--- src/rtl/cpu_ctrl_pkg.sv ---
// ---------------------------------------------------------------------------
// cpu_ctrl_pkg
// Shared definitions for the MIPS decode-stage control logic:
//   - opcode and funct encodings
//   - reg_dst_t : which instruction field names the destination register
//   - ctrl_t    : the decoded control bundle carried into ID/EX
//   - CTRL_BUBBLE : the all-zero bundle used for bubbles
// ---------------------------------------------------------------------------
package cpu_ctrl_pkg;

    // Opcodes
    localparam int ROP  = 'h00;
    localparam int J    = 'h02;
    localparam int JAL  = 'h03;
    localparam int BEQ  = 'h04;
    localparam int ADDI = 'h08;
    localparam int LW   = 'h23;
    localparam int SW   = 'h2B;
    localparam int LWR  = 'h30;

    // R-type funct codes
    localparam int MULT = 'h18;
    localparam int MFHI = 'h10;
    localparam int MFLO = 'h12;
    localparam int ADD  = 'h20;

    // Destination select; RA means the link register (31)
    typedef enum logic [1:0] {
        RT = 2'd0,
        RD = 2'd1,
        RA = 2'd2
    } reg_dst_t;

    typedef struct packed {
        logic       reg_write;
        logic       mem_write;
        logic       mem_read;
        logic       alu_src;
        logic [1:0] mem_to_reg;
        logic [1:0] alu_op;
        reg_dst_t   reg_dst;
        logic       ext_op;
        logic       jump;
        logic       branch;
        logic       is_mult;
        logic       hilo_read;
    } ctrl_t;

    localparam ctrl_t CTRL_BUBBLE = '0;

endpackage

--- src/rtl/control_decoder.sv ---
// ---------------------------------------------------------------------------
// control_decoder
// Purely combinational opcode/funct decoder.
// Ports:
//   op_code  in  OP_BITS     instruction opcode
//   funct    in  FUNCT_BITS  R-type funct field
//   ctrl     out ctrl_t      decoded control bundle (bubble for unknown ops)
//   illegal  out 1           opcode not recognised
// ---------------------------------------------------------------------------
module control_decoder
    import cpu_ctrl_pkg::*;
#(
    parameter int OP_BITS    = 6,
    parameter int FUNCT_BITS = 6
) (
    input  logic [OP_BITS-1:0]    op_code,
    input  logic [FUNCT_BITS-1:0] funct,
    output ctrl_t                 ctrl,
    output logic                  illegal
);

    always_comb begin
        ctrl    = CTRL_BUBBLE;
        illegal = 1'b0;
        case (op_code)
            OP_BITS'(ROP): begin
                ctrl.reg_dst   = RD;
                ctrl.reg_write = 1'b1;
                ctrl.alu_op    = 2'b10;
                if (funct == FUNCT_BITS'(MULT)) begin
                    // MULT writes HI/LO, not the register file
                    ctrl.reg_write = 1'b0;
                    ctrl.alu_op    = 2'b11;
                    ctrl.is_mult   = 1'b1;
                end
                if (funct == FUNCT_BITS'(MFHI) || funct == FUNCT_BITS'(MFLO)) begin
                    ctrl.hilo_read = 1'b1;
                end
            end
            OP_BITS'(LW): begin
                ctrl.reg_dst    = RT;
                ctrl.alu_src    = 1'b1;
                ctrl.mem_read   = 1'b1;
                ctrl.mem_to_reg = 2'b01;
                ctrl.reg_write  = 1'b1;
                ctrl.ext_op     = 1'b1;
            end
            OP_BITS'(SW): begin
                ctrl.alu_src   = 1'b1;
                ctrl.mem_write = 1'b1;
                ctrl.ext_op    = 1'b1;
            end
            OP_BITS'(BEQ): begin
                ctrl.branch = 1'b1;
                ctrl.alu_op = 2'b01;
                ctrl.ext_op = 1'b1;
            end
            OP_BITS'(ADDI): begin
                ctrl.reg_dst   = RT;
                ctrl.alu_src   = 1'b1;
                ctrl.reg_write = 1'b1;
                ctrl.ext_op    = 1'b1;
            end
            OP_BITS'(J): begin
                ctrl.jump = 1'b1;
            end
            OP_BITS'(JAL): begin
                ctrl.jump       = 1'b1;
                ctrl.reg_dst    = RA;
                ctrl.mem_to_reg = 2'b10;
                ctrl.reg_write  = 1'b1;
            end
            OP_BITS'(LWR): begin
                ctrl.reg_dst    = RD;
                ctrl.mem_read   = 1'b1;
                ctrl.mem_to_reg = 2'b01;
                ctrl.reg_write  = 1'b1;
            end
            default: begin
                illegal = 1'b1;
            end
        endcase
    end

endmodule

--- src/rtl/decode_control_stage.sv ---
// ---------------------------------------------------------------------------
// decode_control_stage
// Decode-stage control for the 5-stage MIPS pipeline: decodes the IF/ID
// instruction, detects load-use and multiply-busy hazards, and owns the
// ID/EX control register, the multiply occupancy counter and a sticky
// illegal-opcode flag.
// Ports:
//   clk, rst_n                     clock, async active-low reset
//   in_valid_d                     IF/ID holds a valid instruction
//   op_code_d, funct_d             opcode / funct fields
//   rs_d, rt_d, rd_d               register fields
//   flush_d                        decode instruction is killed
//   ext_op_d, jump_d, branch_d     combinational decode controls
//   stall_f, stall_d               hold PC / IF/ID
//   reg_write_e .. alu_op_e, dst_e registered EX controls
//   mult_busy                      multiplier occupied
//   illegal_op                     sticky unknown-opcode flag
// ---------------------------------------------------------------------------
module decode_control_stage
    import cpu_ctrl_pkg::*;
#(
    parameter int OP_BITS       = 6,
    parameter int FUNCT_BITS    = 6,
    parameter int REG_ADDR_BITS = 5,
    parameter int MULT_CYCLES   = 4
) (
    input  logic                     clk,
    input  logic                     rst_n,
    input  logic                     in_valid_d,
    input  logic [OP_BITS-1:0]       op_code_d,
    input  logic [FUNCT_BITS-1:0]    funct_d,
    input  logic [REG_ADDR_BITS-1:0] rs_d,
    input  logic [REG_ADDR_BITS-1:0] rt_d,
    input  logic [REG_ADDR_BITS-1:0] rd_d,
    input  logic                     flush_d,
    output logic                     ext_op_d,
    output logic                     jump_d,
    output logic                     branch_d,
    output logic                     stall_f,
    output logic                     stall_d,
    output logic                     reg_write_e,
    output logic                     mem_write_e,
    output logic                     mem_read_e,
    output logic                     alu_src_e,
    output logic [1:0]               mem_to_reg_e,
    output logic [1:0]               alu_op_e,
    output logic [REG_ADDR_BITS-1:0] dst_e,
    output logic                     mult_busy,
    output logic                     illegal_op
);

    localparam int CNT_W = $clog2(MULT_CYCLES + 1);

    ctrl_t                     dec;
    ctrl_t                     ctrl_d;
    logic                      dec_illegal;
    logic                      live;
    logic                      illegal_d;
    logic                      load_use;
    logic                      mult_hazard;
    logic                      stall;
    logic                      bubble;
    logic [REG_ADDR_BITS-1:0]  dst_d;
    logic [CNT_W-1:0]          mult_count;

    control_decoder #(
        .OP_BITS   (OP_BITS),
        .FUNCT_BITS(FUNCT_BITS)
    ) u_decoder (
        .op_code(op_code_d),
        .funct  (funct_d),
        .ctrl   (dec),
        .illegal(dec_illegal)
    );

    // An empty IF/ID slot decodes as a bubble
    assign ctrl_d    = in_valid_d ? dec : CTRL_BUBBLE;
    assign illegal_d = in_valid_d & dec_illegal;

    assign ext_op_d = ctrl_d.ext_op;
    assign jump_d   = ctrl_d.jump;
    assign branch_d = ctrl_d.branch;

    // Hazards only matter for an instruction that will actually proceed
    assign live = in_valid_d & ~flush_d;

    // Conservative: compares both rs and rt regardless of operand usage
    assign load_use = live & mem_read_e & (dst_e != '0)
                      & ((dst_e == rs_d) | (dst_e == rt_d));
    assign mult_hazard = live & mult_busy & (ctrl_d.is_mult | ctrl_d.hilo_read);
    assign stall       = load_use | mult_hazard;

    assign stall_f = stall;
    assign stall_d = stall;

    assign bubble = ~in_valid_d | flush_d | stall | illegal_d;

    always_comb begin
        case (ctrl_d.reg_dst)
            RD:      dst_d = rd_d;
            RA:      dst_d = REG_ADDR_BITS'(31);
            default: dst_d = rt_d;
        endcase
    end

    assign mult_busy = (mult_count != '0);

    // ID/EX register, multiply counter and sticky illegal flag
    always_ff @(posedge clk or negedge rst_n) begin
        if (!rst_n) begin
            reg_write_e  <= 1'b0;
            mem_write_e  <= 1'b0;
            mem_read_e   <= 1'b0;
            alu_src_e    <= 1'b0;
            mem_to_reg_e <= 2'b00;
            alu_op_e     <= 2'b00;
            dst_e        <= '0;
            mult_count   <= '0;
            illegal_op   <= 1'b0;
        end else begin
            if (bubble) begin
                reg_write_e  <= 1'b0;
                mem_write_e  <= 1'b0;
                mem_read_e   <= 1'b0;
                alu_src_e    <= 1'b0;
                mem_to_reg_e <= 2'b00;
                alu_op_e     <= 2'b00;
                dst_e        <= '0;
            end else begin
                reg_write_e  <= ctrl_d.reg_write;
                mem_write_e  <= ctrl_d.mem_write;
                mem_read_e   <= ctrl_d.mem_read;
                alu_src_e    <= ctrl_d.alu_src;
                mem_to_reg_e <= ctrl_d.mem_to_reg;
                alu_op_e     <= ctrl_d.alu_op;
                dst_e        <= dst_d;
            end

            // Only a MULT that really enters EX occupies the multiplier
            if (!bubble && ctrl_d.is_mult) begin
                mult_count <= CNT_W'(MULT_CYCLES);
            end else if (mult_count != '0) begin
                mult_count <= mult_count - CNT_W'(1);
            end

            if (live && !stall && illegal_d) begin
                illegal_op <= 1'b1;
            end
        end
    end

endmodule

--- config.mk ---
export PLATFORM = sky130hd
export DESIGN_NAME = decode_control_stage
export DESIGN_NICKNAME = d
export VERILOG_FILES = /design/src/rtl/cpu_ctrl_pkg.sv /design/src/rtl/control_decoder.sv /design/src/rtl/decode_control_stage.sv
export SDC_FILE = /design/constraint.sdc
export NUM_CORES = 1
export LEC_CHECK = 0
export BUFFER_PORTS_ARGS = -buffer_cell sky130_fd_sc_hd__buf_2
export CAP_MARGIN = 25
export CORE_UTILIZATION = 51
export CTS_BUF_LIST = sky130_fd_sc_hd__clkbuf_8 sky130_fd_sc_hd__clkbuf_16
export DETAILED_ROUTE_END_ITERATION = 7
export GPL_TIMING_DRIVEN = 0
export PLACE_DENSITY = 0.85
export SLEW_MARGIN = 5
export SYNTH_ARGS = -nofsm -noshare
export SYNTH_HDL_FRONTEND = slang
export SYNTH_HIERARCHICAL = 1
export SYNTH_SLANG_ARGS = --single-unit
--- constraint.sdc ---
create_clock -name clk -period 3.2 [get_ports clk]
set_input_delay 0 -clock clk [delete_from_list [all_inputs] [get_ports clk]]
set_output_delay 0 -clock clk [all_outputs]
set_load 0.02 [all_outputs]
==> out/metrics.yaml, run 1 <==
timing:
  slew_viol_final: 0
  timing.fmax_mhz: 512
  skew_ns: 0.00184
  rsz0062_at_grt: "no"
  final-setup-viol-count: 0
  hold_violations: 0
  setup_slack_ns: 1.25
  tightest_slew_ns: 0.515
  fin_setup_tns_ns: 0
  fin_crit_ns: 1.95
  timing.final.crit_share_pct: 61.0
  worst_hold_slack_ns: 0.115
  maxSlewHeadroom_pct: 65.4
worst_setup_path:
  start_kind: "flip-flop"
  critPathKind: "flip-flop to output port"
  end_kind: "output port"
  crit_fanout: 4
  arrival_ns: 1.95
  crit_required_ns: 3.20
  r2r_slack_ns: 1.36
layout:
  syn2layout_area_growth_pct: 27.7
  final_util_pct: 68.9
  fillers: 190
  seqCellArea_um2: 425
  multi_input_area_um2: 714
  fin_area_um2: 1520
  mostFrequentLayoutCells: "buf_2 (49), dfrtp_1 (17), nand2_1 (15)"
  n_antenna_cell: 0
  stdcell_count: 218
  final_nets: 226
  drive_above_1_share_pct: 36.8
  final_common_cell: "buf_2"
logic_synthesis:
  synth_mux_area_share_pct: 0.839
  synth_area_um2: 1190
  ys_ff_latch: 17
  yosys.area_share.adder_pct: 4.19
  synth.net_count: 172
  synth_seq_area_share_pct: 35.6
  synth_compound_area_share_pct: 16.7
  syn_area_per_cell_um2: 8.71
  synth_xor_area_share_pct: 7.34
  synth_top_family_by_area: "simple AND/OR/NAND/NOR gates"
  yosys_warnings: 6
  yosys.area_share.simple_pct: 30.8
  yosysUniqueCellTypes: 41
  postSynthCellCount: 137
min_path:
  hp-class: "primary input to flip-flop"
placed_design:
  routabilityCongestion: 0.813
  placed_area_um2: 1470
  dpl_worst_slack_ns: 1.26
  dp_cells: 213
  dp_hpwl_um: 2140
  io_buffers: 48
clock_tree:
  cts_buffers: 3
  cts_resized: 0
  cts_tree: "built"
  cts_buffer_depth: 2
  cts_root_buf: "clkbuf_8"
  h-tree-depth: 1
  insertion_delay_ns: 0.25
  cts_setup_buffers: 0
  cts_sinks: 17
  ctsHoldBuffers: 1
  clk_pin_slew_ns: 0.06
detailed_routing:
  wire_per_inst_um: 12.1
  drtAntennaViolNets: 0
  drt-total-wl_um: 2640
  vias: 1140
  drt_first_pass_iters: 4
  highest_layer: "met4"
  met2_length_um: 1330
  drc: 0
  route.met3.wl_um: 99
  via_per_inst: 5.23
  first_iter_violations: 12
  wl_met1_um: 1190
die:
  die_area_um2: 2540
  rows: 17
  initial_utilization_pct: 54.0
  coreArea_um2: 2210
  pin_count: 51
  die-width_um: 50.4
  die_h_um: 50.4
global_route:
  grt_max_degree: 18
  grt_usage_pct: 22.6
  grt_pass1_vias: 1077
  antenna_found_initial: 0
  gr-total-overflow: 0
  grt_pass1_wl_um: 4410
pwr:
  p_total_mw: 0.578
  leakage_nw: 0.787
  p_per_area_nw_per_um2: 380
  ir_drop_v: 0.000289
run_status:
  outcome: "finished clean"
flow_run:
  cap_violations: 0
## power breakdown
group	leakage (nW)	internal [mW]	switching, mW
Combinational	0.535	0.0775	0.0972
Sequential	0.225	0.237	0.0136
Clock	0.0269	0.0849	0.0680
Total	0.787	0.400	0.179
## registers in the layout, summed over array words and instances (netlist names)
name          count
mem_to_reg_e      2
dst_e             5
mem_write_e       1
mem_read_e        1
reg_write_e       1
illegal_op        1
alu_src_e         1
mult_count        3
alu_op_e          2
## cell type report
class / instances / share of cell area [%]
plain buffers: 5 / 2.05
clock buffers: 3 / 2.71
clock inverters: 1 / 0.246
inverters: 6 / 1.48
multi-input cells: 109 / 46.9
flip-flops and latches: 17 / 27.9
well taps: 28 / 2.30
repair buffers: 49 / 16.4
## worst paths after layout
path / from / end / cells after the start
worst min-delay path: flush_d / illegal_op / 3
worst min register to register: mult_count[0] / mult_count[0] / 1
min in group asynchronous: rst_n / mult_count[0] / 2
worst max register to register: mult_count[0] / mem_to_reg_e[1] / 9
worst max-delay path: dst_e[0] / stall_f / 6
max in group asynchronous: rst_n / mem_write_e / 2
## Yosys cell counts, drive strengths merged
cell	n	area share, %
and2	17	10
dfrtp	17	36
nand2	15	4.7
xnor2	10	7.3
a21oi	9	4.1
nor2	7	2.2
inv	6	1.9
o21ai	6	2.5
a211oi	4	2.9
and3	4	2.3
buf	4	2.3
ha	4	4.2
nand3	4	1.7
nor2b	3	1.6
o21a	3	1.9
nand2b	2	1.0
nor3	2	0.84
nor4	2	1.0
o22ai	2	1.0
or4b	2	1.7
a21o	1	0.63
a31oi	1	0.52
a41o	1	0.84
clkbuf	1	0.31
mux2i	1	0.84
nand3b	1	0.63
nor3b	1	0.63
nor4b	1	0.73
o22a	1	0.73
o2bb2ai	1	0.73
o32ai	1	0.73
or2	1	0.52
or3	1	0.63
or4	1	0.63
## per-layer routing
layer	up-vias	global-route usage (%)
met5	-	0
met4	0	6.94
met3	4	1.21
met2	35	41.3
met1	519	28.3
li1	582	-
## kinds of logic after synthesis
family / Yosys count
AOI/OAI and AO/OA: 30
adders and majority gates: 4
buffers and inverters: 11
xor gates and xnor gates: 10
muxes: 1
and+or+nand+nor: 64
DFF: 17
## worst max-delay path, cell delays in order (launching register included)
cell     delay (ns)
dfrtp_1        0.42
or4_1          0.56
o21a_1         0.22
nand2_1        0.12
a21oi_1        0.09
buf_4          0.15
buf_2          0.14
(Power assumes the default switching activity.)
==> inputs of run 2 (changes only) <==
- ABC_AREA: not set -> 1
- CORE_UTILIZATION: 51 -> 49
- PLACE_DENSITY: 0.85 -> 0.8
- clock period: 3.2 -> 1.98 ns (I/O delays scaled with it)
==> run 2 against run 1 <==
- sequential cell count did not move
- core utilization shrank 2.3 points
- clock power up 60%
- register-to-register slack worse by 0.85 ns
- first-iteration DRC count increased by 25%
- sequential share of layout area decreased by 2.8 points
- total power is 62% higher
- final cell count increased by 29%
- design area grew 11%
- wire length is 1.2% lower
- critical path type unchanged
- largest cell class unchanged
- largest power group unchanged
==> out/metrics.yaml, run 2 <==
run_status:
  outcome: "finished clean"  # unchanged
worst_setup_path:
  rr_endpoint: "mult_count[1]"  # was mem_to_reg_e[1]
  crit_required_ns: 1.98  # was 3.20 ns
  arrival_ns: 1.58  # was 1.95 ns
  path_common_cell: "nand3_1"
  cp_slowest_cell: "dfrtp_1"  # was or4_1
  crit_fanout: 5  # was 4
  r2r-start: "dst_e[2]"  # was mult_count[0]
  start_kind: "flip-flop"  # unchanged
  end_kind: "output port"  # unchanged
  r2r_slack_ns: 0.51  # was 1.36 ns
  path_buf_inv: 3  # was 2
  r2r_cells: 8  # was 9
  slowest_delay_ns: 0.43  # was 0.56 ns
  crit_chain: "nor3_1, nand3_1, nand3_1, inv_2, nand2_4, nand2_1, buf_4, buf_2"  # was or4_1, o21a_1, nand2_1, a21oi_1, buf_4, buf_2
  critPathTopFamily: "simple AND/OR/NAND/NOR gates"  # unchanged
  critPathKind: "flip-flop to output port"  # unchanged
logic_synthesis:
  yosysUniqueCellTypes: 28  # was 41
  async_flop_share_pct: 100  # unchanged
  synth_seq_area_share_pct: 31.5  # was 35.6%
  synth.net_count: 231  # was 172
  synth-edff-count: 0  # unchanged
  synth_area_um2: 1350  # was 1190 um2
  ys_ff_latch: 17  # unchanged
  synth_top_cells_by_area: "dfrtp_1 (31%), nand2_1 (14%), inv_1 (12%), nor2_2 (6.0%), nor2_1 (5.3%)"  # was dfrtp_1 (36%), xnor2_1 (7.3%), and2_2 (6.3%), nand2_1 (4.7%), ha_1 (4.2%)
  synthFlopType: "dfrtp_1"  # unchanged
  synth_commonest_cells: "nand2_1 (49), inv_1 (42), nor2_1 (19)"  # was dfrtp_1 (17), nand2_1 (15), and2_2 (10), xnor2_1 (10), a21oi_1 (8)
  synth_top_cell_by_area: "dfrtp_1"  # unchanged
  postSynthCellCount: 196  # was 137
  syn_area_per_cell_um2: 6.89  # was 8.71 um2
  yosys_warnings: 6  # unchanged
  yosys.area.top_type_share_pct: 31.5  # was 35.6%
  synth_most_common_cell: "nand2_1"  # was dfrtp_1
die:
  die_area_um2: 2970  # was 2540 um2
  coreArea_um2: 2540  # was 2210 um2
  die-width_um: 54.5  # was 50.4 um
  pin_count: 51  # unchanged
  rows: 18  # was 17
  initial_utilization_pct: 53.1  # was 54.0%
  die_h_um: 54.5  # was 50.4 um
detailed_routing:
  drt-total-wl_um: 2610  # was 2640 um
  wire_per_inst_um: 9.30  # was 12.1 um
  via_per_inst: 4.40  # was 5.23
  vias: 1235  # was 1140
  drtAntennaViolNets: 0  # unchanged
  first_iter_violations: 15  # was 12
  drc: 0  # unchanged
  drt_first_pass_iters: 4  # unchanged
clock_tree:
  clk_pin_slew_ns: 0.07  # was 0.06 ns
  cts_tree: "built"  # unchanged
  cts_root_buf: "clkbuf_8"  # unchanged
  cts_sinks: 17  # unchanged
  cts_buffer_depth: 2  # unchanged
  cts_buffers: 3  # unchanged
  insertion_delay_ns: 0.24  # was 0.25 ns
  h-tree-depth: 1  # unchanged
  cts_resized: 0  # unchanged
layout:
  final_util_pct: 66.6  # was 68.9%
  mostFrequentLayoutCells: "buf_2 (50), nand2_1 (49), inv_1 (43)"  # was buf_2 (49), dfrtp_1 (17), nand2_1 (15)
  syn2layout_area_growth_pct: 25.4  # was 27.7%
  stdcell_count: 281  # was 218
  final_nets: 287  # was 226
  n_antenna_cell: 0  # unchanged
  largest_reg_flops: 5  # unchanged
  fin_area_um2: 1690  # was 1520 um2
  final_common_cell: "buf_2"  # unchanged
  reg_top3: "dst_e x5, mult_count x3"  # unchanged
  largest_register: "dst_e"  # unchanged
  drive_above_1_share_pct: 36.3  # was 36.8%
global_route:
  gr-total-overflow: 0  # unchanged
  grt_max_degree: 18  # unchanged
  grt_usage_pct: 19.2  # was 22.6%
  antenna_found_initial: 0  # unchanged
  grt_pass1_vias: 1043  # was 1077
  grt_pass1_wl_um: 4060  # was 4410 um
timing:
  skew_ns: 0.00403  # was 0.00184 ns
  fin_crit_ns: 1.58
  worst_hold_slack_ns: 0.0737  # was 0.115 ns
  slew_viol_final: 0  # unchanged
  fin_setup_tns_ns: 0  # unchanged
  setup_slack_ns: 0.404  # was 1.25 ns
  timing.fmax_mhz: 634
  final-setup-viol-count: 0  # unchanged
  maxSlewHeadroom_pct: 75.1  # was 65.4%
  timing.final.crit_share_pct: 79.6
  rsz0062_at_grt: "no"  # unchanged
  hold_violations: 0  # unchanged
  tightest_slew_ns: 0.374  # was 0.515 ns
pwr:
  seqPwrFrac_pct: 42.6  # was 43.4%
  switching_share_pct: 31.7  # was 30.9%
  p_total_mw: 0.936  # was 0.578 mW
  p_per_area_nw_per_um2: 553  # was 380 nW/um2
  combPwrFrac_pct: 31.2  # was 30.2%
  ir_drop_v: 0.000451  # was 0.000289 V
  leakage_nw: 1.05  # was 0.787 nW
  power_switching_mw: 0.297  # was 0.179 mW
  pwr-share-clk_pct: 26.2  # was 26.4%
  internal_power_mw: 0.640  # was 0.400 mW
placed_design:
  io_buffers: 50  # was 48
  placed_area_um2: 1640  # was 1470 um2
  dpl_worst_slack_ns: 0.335  # was 1.26 ns
  dp_hpwl_um: 2150  # was 2140 um
  dp_cells: 276  # was 213
  routabilityCongestion: 0.853  # was 0.813
min_path:
  hp-class: "primary input to flip-flop"  # unchanged
  hold_end: "illegal_op"  # unchanged
  hp-start: "flush_d"  # unchanged
  hold_depth: 4  # was 3
flow_run:
  cap_violations: 0  # unchanged
==> run 2: metal layers <==
metal  share of wire [%]  vias up  wire length (um)  global-route usage (%)
met5                   0        -                 0                       0
met4                0.73        0                19                    6.41
met1                  47      507              1240                    23.4
met3                 5.2        2               136                    3.33
met2                  47       35              1220                    33.7
li1                    -      691                 -                       -
==> run 2: timing repair <==
item	4_1_cts	5_1_grt
buffers inserted	0	0
hold buffers	1	0
hold endpoints to repair	17	0
endpoints found under the setup margin	0	0
==> run 2: worst max-delay path by stage <==
stage	startpoint	endpoint	slack [ns]	cells past startpoint
after global placement	op_code_d[1]	dst_e[1]	0.35	10
after CTS	dst_e[2]	stall_f	0.38	8
after global routing	dst_e[2]	stall_f	0.24	10
after detailed placement	op_code_d[1]	dst_e[2]	0.33	10
after floorplan	mult_count[0]	dst_e[0]	0.53	7
final	dst_e[2]	stall_f	0.40	8
==> run 2: layout make-up <==
class | count | area [um2]
repair buffers | 51 | 260
inverters | 49 | 184
fillers | 250 | 851
flip-flops and latches | 17 | 425
well taps | 30 | 37.5
clock inverters | 1 | 3.75
clock buffers | 3 | 41.3
plain buffers | 2 | 22.5
multi-input cells | 128 | 719
==> run 2: tightest hold or removal path, cell delays in order <==
cell      delay [ns]
buf_2           0.10
nor2_4          0.05
nand3_1         0.07
o21bai_1        0.05
==> run 2: cells by family (layout without fill, tap and decap cells) <==
| kind of cell | count (synthesis) | count (layout) | synth area share (%) |
|---|---|---|---|
| simple gates | 107 | 107 | 41.0 |
| buf+inv | 51 | 106 | 15.3 |
| flops | 17 | 17 | 31.5 |
| compound gates | 14 | 14 | 6.57 |
| fa+ha+maj | 4 | 4 | 3.70 |
| xor+xnor | 3 | 3 | 1.94 |
==> run 2: power groups by stage <==
stage	logic [mW]	clock network [mW]	registers, mW
2_1_floorplan	0.198	0	0.404
3_3_place_gp	0.281	0	0.404
3_5_place_dp	0.292	0	0.405
4_1_cts	0.295	0.253	0.399
5_1_grt	0.350	0.267	0.404
6_report	0.292	0.245	0.399
